### src/rtl/bus_pkg.sv
// Shared bus-terminal definitions: default sizing, destination field, packet type.
package bus_pkg;

  localparam int unsigned PCKG_SZ   = 16;
  localparam int unsigned DEEP_FIFO = 8;
  localparam int unsigned DEST_MSB  = PCKG_SZ - 1;
  localparam int unsigned DEST_LSB  = PCKG_SZ - 8;
  localparam int unsigned DEST_W    = DEST_MSB - DEST_LSB + 1;

  typedef logic [PCKG_SZ-1:0] pkt_t;

  // Destination ID the arbiter routes on
  function automatic logic [DEST_W-1:0] dest_id(input pkt_t p);
    return p[DEST_MSB:DEST_LSB];
  endfunction

endpackage

### src/rtl/sync_fifo_fwft.sv
// Single-clock first-word-fall-through FIFO with saturating count and sticky overflow.
module sync_fifo_fwft #(
  parameter int unsigned width = 16,
  parameter int unsigned depth = 8
) (
  input  logic                         clk,
  input  logic                         reset,
  input  logic                         wr,
  input  logic [width-1:0]             din,
  input  logic                         rd,
  output logic [width-1:0]             dout,
  output logic                         valid,
  output logic                         full,
  output logic [$clog2(depth+1)-1:0]   count,
  output logic                         ovf
);

  localparam int unsigned CW = $clog2(depth + 1);
  localparam int unsigned PW = (depth > 1) ? $clog2(depth) : 1;

  logic [width-1:0] mem [depth];
  logic [PW-1:0]    wr_ptr;
  logic [PW-1:0]    rd_ptr;
  logic             do_rd_c;
  logic             do_wr_c;

  // Explicit wrap so non-power-of-two depths work
  function automatic logic [PW-1:0] next_ptr(input logic [PW-1:0] p);
    return (p == PW'(depth - 1)) ? '0 : p + PW'(1);
  endfunction

  assign valid   = (count != '0);
  assign full    = (count == CW'(depth));
  assign dout    = valid ? mem[rd_ptr] : '0;
  assign do_rd_c = rd && valid;
  // A read frees the slot this same edge, so full+read+write is accepted
  assign do_wr_c = wr && (!full || do_rd_c);

  always_ff @(posedge clk or posedge reset) begin
    if (reset) begin
      wr_ptr <= '0;
      rd_ptr <= '0;
      count  <= '0;
      ovf    <= 1'b0;
    end else begin
      if (do_wr_c) wr_ptr <= next_ptr(wr_ptr);
      if (do_rd_c) rd_ptr <= next_ptr(rd_ptr);
      if (do_wr_c && !do_rd_c)      count <= count + CW'(1);
      else if (do_rd_c && !do_wr_c) count <= count - CW'(1);
      if (wr && !do_wr_c) ovf <= 1'b1;
    end
  end

  // Storage is deliberately not reset
  always_ff @(posedge clk) begin
    if (do_wr_c) mem[wr_ptr] <= din;
  end

endmodule

### src/rtl/bus_terminal_fifo.sv
// Per-port terminal: TX FIFO toward the bus arbiter, RX FIFO toward the device.
module bus_terminal_fifo
  import bus_pkg::*;
#(
  parameter int unsigned pckg_sz   = PCKG_SZ,
  parameter int unsigned deep_fifo = DEEP_FIFO
) (
  input  logic                               clk,
  input  logic                               reset,
  input  logic                               wr_en,
  input  logic [pckg_sz-1:0]                 wr_data,
  output logic                               tx_full,
  output logic [$clog2(deep_fifo+1)-1:0]     tx_count,
  output logic                               tx_overflow,
  output logic                               pndng,
  output logic [pckg_sz-1:0]                 D_pop,
  input  logic                               pop,
  input  logic                               push,
  input  logic [pckg_sz-1:0]                 D_push,
  output logic                               rx_pndng,
  output logic [pckg_sz-1:0]                 rd_data,
  input  logic                               rd_en,
  output logic [$clog2(deep_fifo+1)-1:0]     rx_count,
  output logic                               rx_overflow
);

  sync_fifo_fwft #(.width(pckg_sz), .depth(deep_fifo)) u_tx (
    .clk   (clk),
    .reset (reset),
    .wr    (wr_en),
    .din   (wr_data),
    .rd    (pop),
    .dout  (D_pop),
    .valid (pndng),
    .full  (tx_full),
    .count (tx_count),
    .ovf   (tx_overflow)
  );

  logic rx_full;

  sync_fifo_fwft #(.width(pckg_sz), .depth(deep_fifo)) u_rx (
    .clk   (clk),
    .reset (reset),
    .wr    (push),
    .din   (D_push),
    .rd    (rd_en),
    .dout  (rd_data),
    .valid (rx_pndng),
    .full  (rx_full),
    .count (rx_count),
    .ovf   (rx_overflow)
  );

  // RX full is visible to the device only through rx_count
  logic unused_c;
  assign unused_c = rx_full;

endmodule

### config.mk
export PLATFORM = sky130hd
export DESIGN_NAME = bus_terminal_fifo
export DESIGN_NICKNAME = d
export VERILOG_FILES = /design/src/rtl/bus_pkg.sv /design/src/rtl/sync_fifo_fwft.sv /design/src/rtl/bus_terminal_fifo.sv
export SDC_FILE = /design/constraint.sdc
export NUM_CORES = 1
export LEC_CHECK = 0
export CORE_AREA = 10 10 194 196
export CTS_BUF_LIST = sky130_fd_sc_hd__clkbuf_16
export CTS_CLUSTER_SIZE = 20
export DETAILED_ROUTE_END_ITERATION = 8
export DIE_AREA = 0 0 204 206
export PLACE_DENSITY_LB_ADDON = 0.2
export SLEW_MARGIN = 20
export SYNTH_ARGS = -nofsm -noshare
export SYNTH_HDL_FRONTEND = slang
export SYNTH_SLANG_ARGS = --single-unit
### constraint.sdc
create_clock -name clk -period 3.3 [get_ports clk]
set_input_delay 0.99 -clock clk [delete_from_list [all_inputs] [get_ports clk]]
set_output_delay 0.99 -clock clk [all_outputs]
set_load 0.02 [all_outputs]
==> reports/qor.yml <==
layout:
  areaGrowthSynthToFinish_pct: 22.3
  final_core_util: 0.397
  layout.nets: 692
  design_area_um2: 13500
  drive_above_1_share: 0.316
  finalNonFillerCells: 1117
sta:
  rsz0062_at_grt: "false"
  fin_crit_ps: 3230
  tightest_slew_ps: 925
  finalSetupViolations: 0
  maxSlewHeadroom: 0.382
  finClkSkew_ps: 11.3
  fmax_ghz: 0.309
  fin_crit_sh: 0.980
  timing.final.hold_violations: 0
  slew_violations: 0
place:
  dp.cells: 1061
  hpwlAfterDp_mm: 13.9
  place.gp.congestion: 0.685
  io_buffers: 82
  placed_cell_area_um2: 12600
drt:
  wl_mm: 23.5
  wl_per_cell_um: 21.0
  vias: 5429
  via_per_inst: 4.86
  drtIter0Drc: 310
  final_antenna_net_count: 0
  drc: 0
  first_pass_iters: 4
clocking:
  htree_levels: 1
  cts_sinks: 278
  clockBufferDepth: 3
  clkTransAtPathRegs_ps: 60
  post_cts_buffers: 0
  tritoncts: "built"
  clk_latency_ps: 540
  cts_hold_buf: 0
  numCtsBuffers: 29
  root_buffer: "clkbuf_16"
logic_synthesis:
  synthesis.area_um2: 11000
  synth-simple-area-share: 0.0299
  yosys_warnings: 0
  avgSynthCellArea_um2: 21.4
  synthXorXnorAreaFrac: 0.00318
  synthMuxAreaShare: 0.145
  syn_nets: 569
  synth_top_family_by_area: "multiplexers"
  yosys-top-cells-area: "edfxtp_1, mux4_2, dfrtp_1"
  synth_seq_area_share: 0.748
  synth_compound_area_frac: 0.0387
  synthCells: 515
  ys_ff_latch: 278
  yosysTopAreaCell: "edfxtp_1"
  yosysUniqueCellTypes: 38
  yosysTopAreaCellShare: 0.698
  synthAdderAreaFrac: 0.0195
floorplanning:
  coreArea_um2: 33900
  pin_count: 83
  rows: 68
  die-width_um: 204
  die_h_um: 206
  dieArea_um2: 42000
  start_util: 0.324
hold_path:
  hp-class: "flip-flop to flip-flop"
  hold_start: "u_rx.ovf"
pwr:
  vdd_drop_max_mv: 0.543
  p_per_area_nw_per_um2: 935
  power.total_mw: 12.6
  cellLeakagePower_nw: 4.56
global_routing:
  grt_max_degree: 35
  grt_pass1_wl_mm: 35.6
  grt.total_usage: 0.112
  antenna_found_initial: 2
  grt-ovfl-total: 0
  first_global_vias: 5899
critical_path:
  worstSetupStartpoint: "u_tx.count[0]"
  path_class: "flip-flop to output pin"
  critPathLaunchType: "flip-flop"
  regToRegStartpoint: "u_tx.count[1]"
  crit_required_ps: 2310
  arrival_ps: 2240
  crit_fanout: 16
  endpoint_kind: "output pin"
flow_run:
  drv_cap: 0
status:
  outcome: "completed"
[synthesized netlist by cell type]
cell type	n
ha_1	14
fa_1	2
nor3b_1	1
o21ai_2	2
nor3_1	8
xnor2_1	4
mux2_2	12
dfrtp_1	22
mux2i_1	2
o21ai_0	3
nor4b_1	1
or4_4	2
nand3_1	2
clkbuf_1	10
nand2_1	6
a22o_1	32
a211o_1	2
o221ai_1	2
inv_1	6
and2_4	1
buf_6	5
nor2b_1	3
o211ai_1	2
o41ai_2	1
or4_1	2
nor4_1	2
and2_1	1
edfxtp_1	256
or4b_4	1
nor2_1	10
or3_1	7
a21oi_1	2
mux4_2	64
buf_2	10
clkbuf_2	1
a21o_1	5
nand2b_1	5
nand3b_1	4
[sequential cells by signal, summed over array words and instances (netlist names)]
name and flops:
u_rx.count 4, u_tx.wr_ptr 3, u_rx.ovf 1, u_rx.rd_ptr 3
u_rx.mem 128, u_tx.mem 128, u_tx.count 4, u_rx.wr_ptr 3
u_tx.rd_ptr 3, u_tx.ovf 1
[power by group]
| part | total (mW) | switching [mW] | internal, mW |
|---|---|---|---|
| logic | 4.77 | 2.57 | 2.19 |
| registers | 4.74 | 0.257 | 4.48 |
| clock network | 3.09 | 1.27 | 1.82 |
[path summary, 6_finish.rpt]
check / end / cells after the start / slack (ps)
setup / recovery: D_pop[3] / 5 / 70
hold / removal: u_rx.ovf / 1 / 470
setup reg to reg: u_tx.count[3] / 10 / 510
hold reg to reg: u_rx.ovf / 1 / 470
max in group asynchronous: u_tx.rd_ptr[0] / 2 / 1710
min in group asynchronous: u_tx.count[3] / 2 / 960
[through the flow]
stage               setup WS [ps]  hold WS (ps)  TNS (ps)
finish                       66.5           471         0
global route                0.935           493         0
CTS                          4.03           480         0
detailed placement          -14.3           456     -14.3
global placement              150           441         0
floorplan                    4.94           521         0
[cell type report]
class	instances	area, um2
fill	3034	20500
sequential	278	8240
multi-input combinational	205	2700
timing repair buffer	118	1020
clock buffer	29	726
tap	455	569
clock inverter	25	190
inverter	6	22.5
antenna	1	2.50
[layer usage]
layer / up-vias / share of wire / GRT usage
met3: 31 / 0.055 / 0.0251
met4: 2 / 0.015 / 0.0272
met1: 2866 / 0.41 / 0.134
met2: 117 / 0.52 / 0.200
met5: - / 0.00055 / 0
li1: 2413 / - / -
[logic make-up (layout without fill, tap and decap cells)]
kind of cell,count (synthesis),after routing
AND/OR/NAND/NOR,56,56
multiplexers,78,78
flip-flops,278,278
XOR/XNOR,4,4
buffers and inverters,32,178
AO/OA/AOI/OAI,51,51
adder cells (fa/ha/maj),16,16
other,0,1
[repair_timing]
item                       in CTS  in global routing
pin swaps                       0                  1
setup endpoints to repair      32                 13
cloned                          1                  0
resized for setup             129                  9
[cells in the final DEF (no fill, tap or decap), types with 3 or more instances in the layout]
| cell type | netlist | layout |
|---|---|---|
| edfxtp_1 | 256 | 256 |
| mux4_2 | 64 | 64 |
| clkdlybuf4s50_1 | 0 | 49 |
| a22o_1 | 32 | 30 |
| buf_2 | 10 | 30 |
| clkbuf_16 | 0 | 29 |
| buf_4 | 0 | 29 |
| dfrtp_1 | 22 | 20 |
| ha_1 | 14 | 14 |
| mux2_2 | 12 | 12 |
| inv_1 | 6 | 10 |
| nor2_1 | 10 | 10 |
| clkinv_1 | 0 | 10 |
| or3_1 | 7 | 7 |
| nor3_2 | 0 | 7 |
| nand2_1 | 6 | 6 |
| clkinv_2 | 0 | 6 |
| buf_12 | 0 | 6 |
| nand2b_1 | 5 | 5 |
| a21o_1 | 5 | 5 |
| xnor2_1 | 4 | 4 |
| nand3b_1 | 4 | 4 |
| o21ai_0 | 3 | 3 |
| bufinv_16 | 0 | 3 |
[worst max-delay path, cell delays in order (launching register included)]
cell and delay, ps:
dfrtp_1 380, or4_4 570, and2_4 190, buf_12 140, a22o_1 230, buf_2 170
No activity file was read; power rests on OpenSTA's default activity.
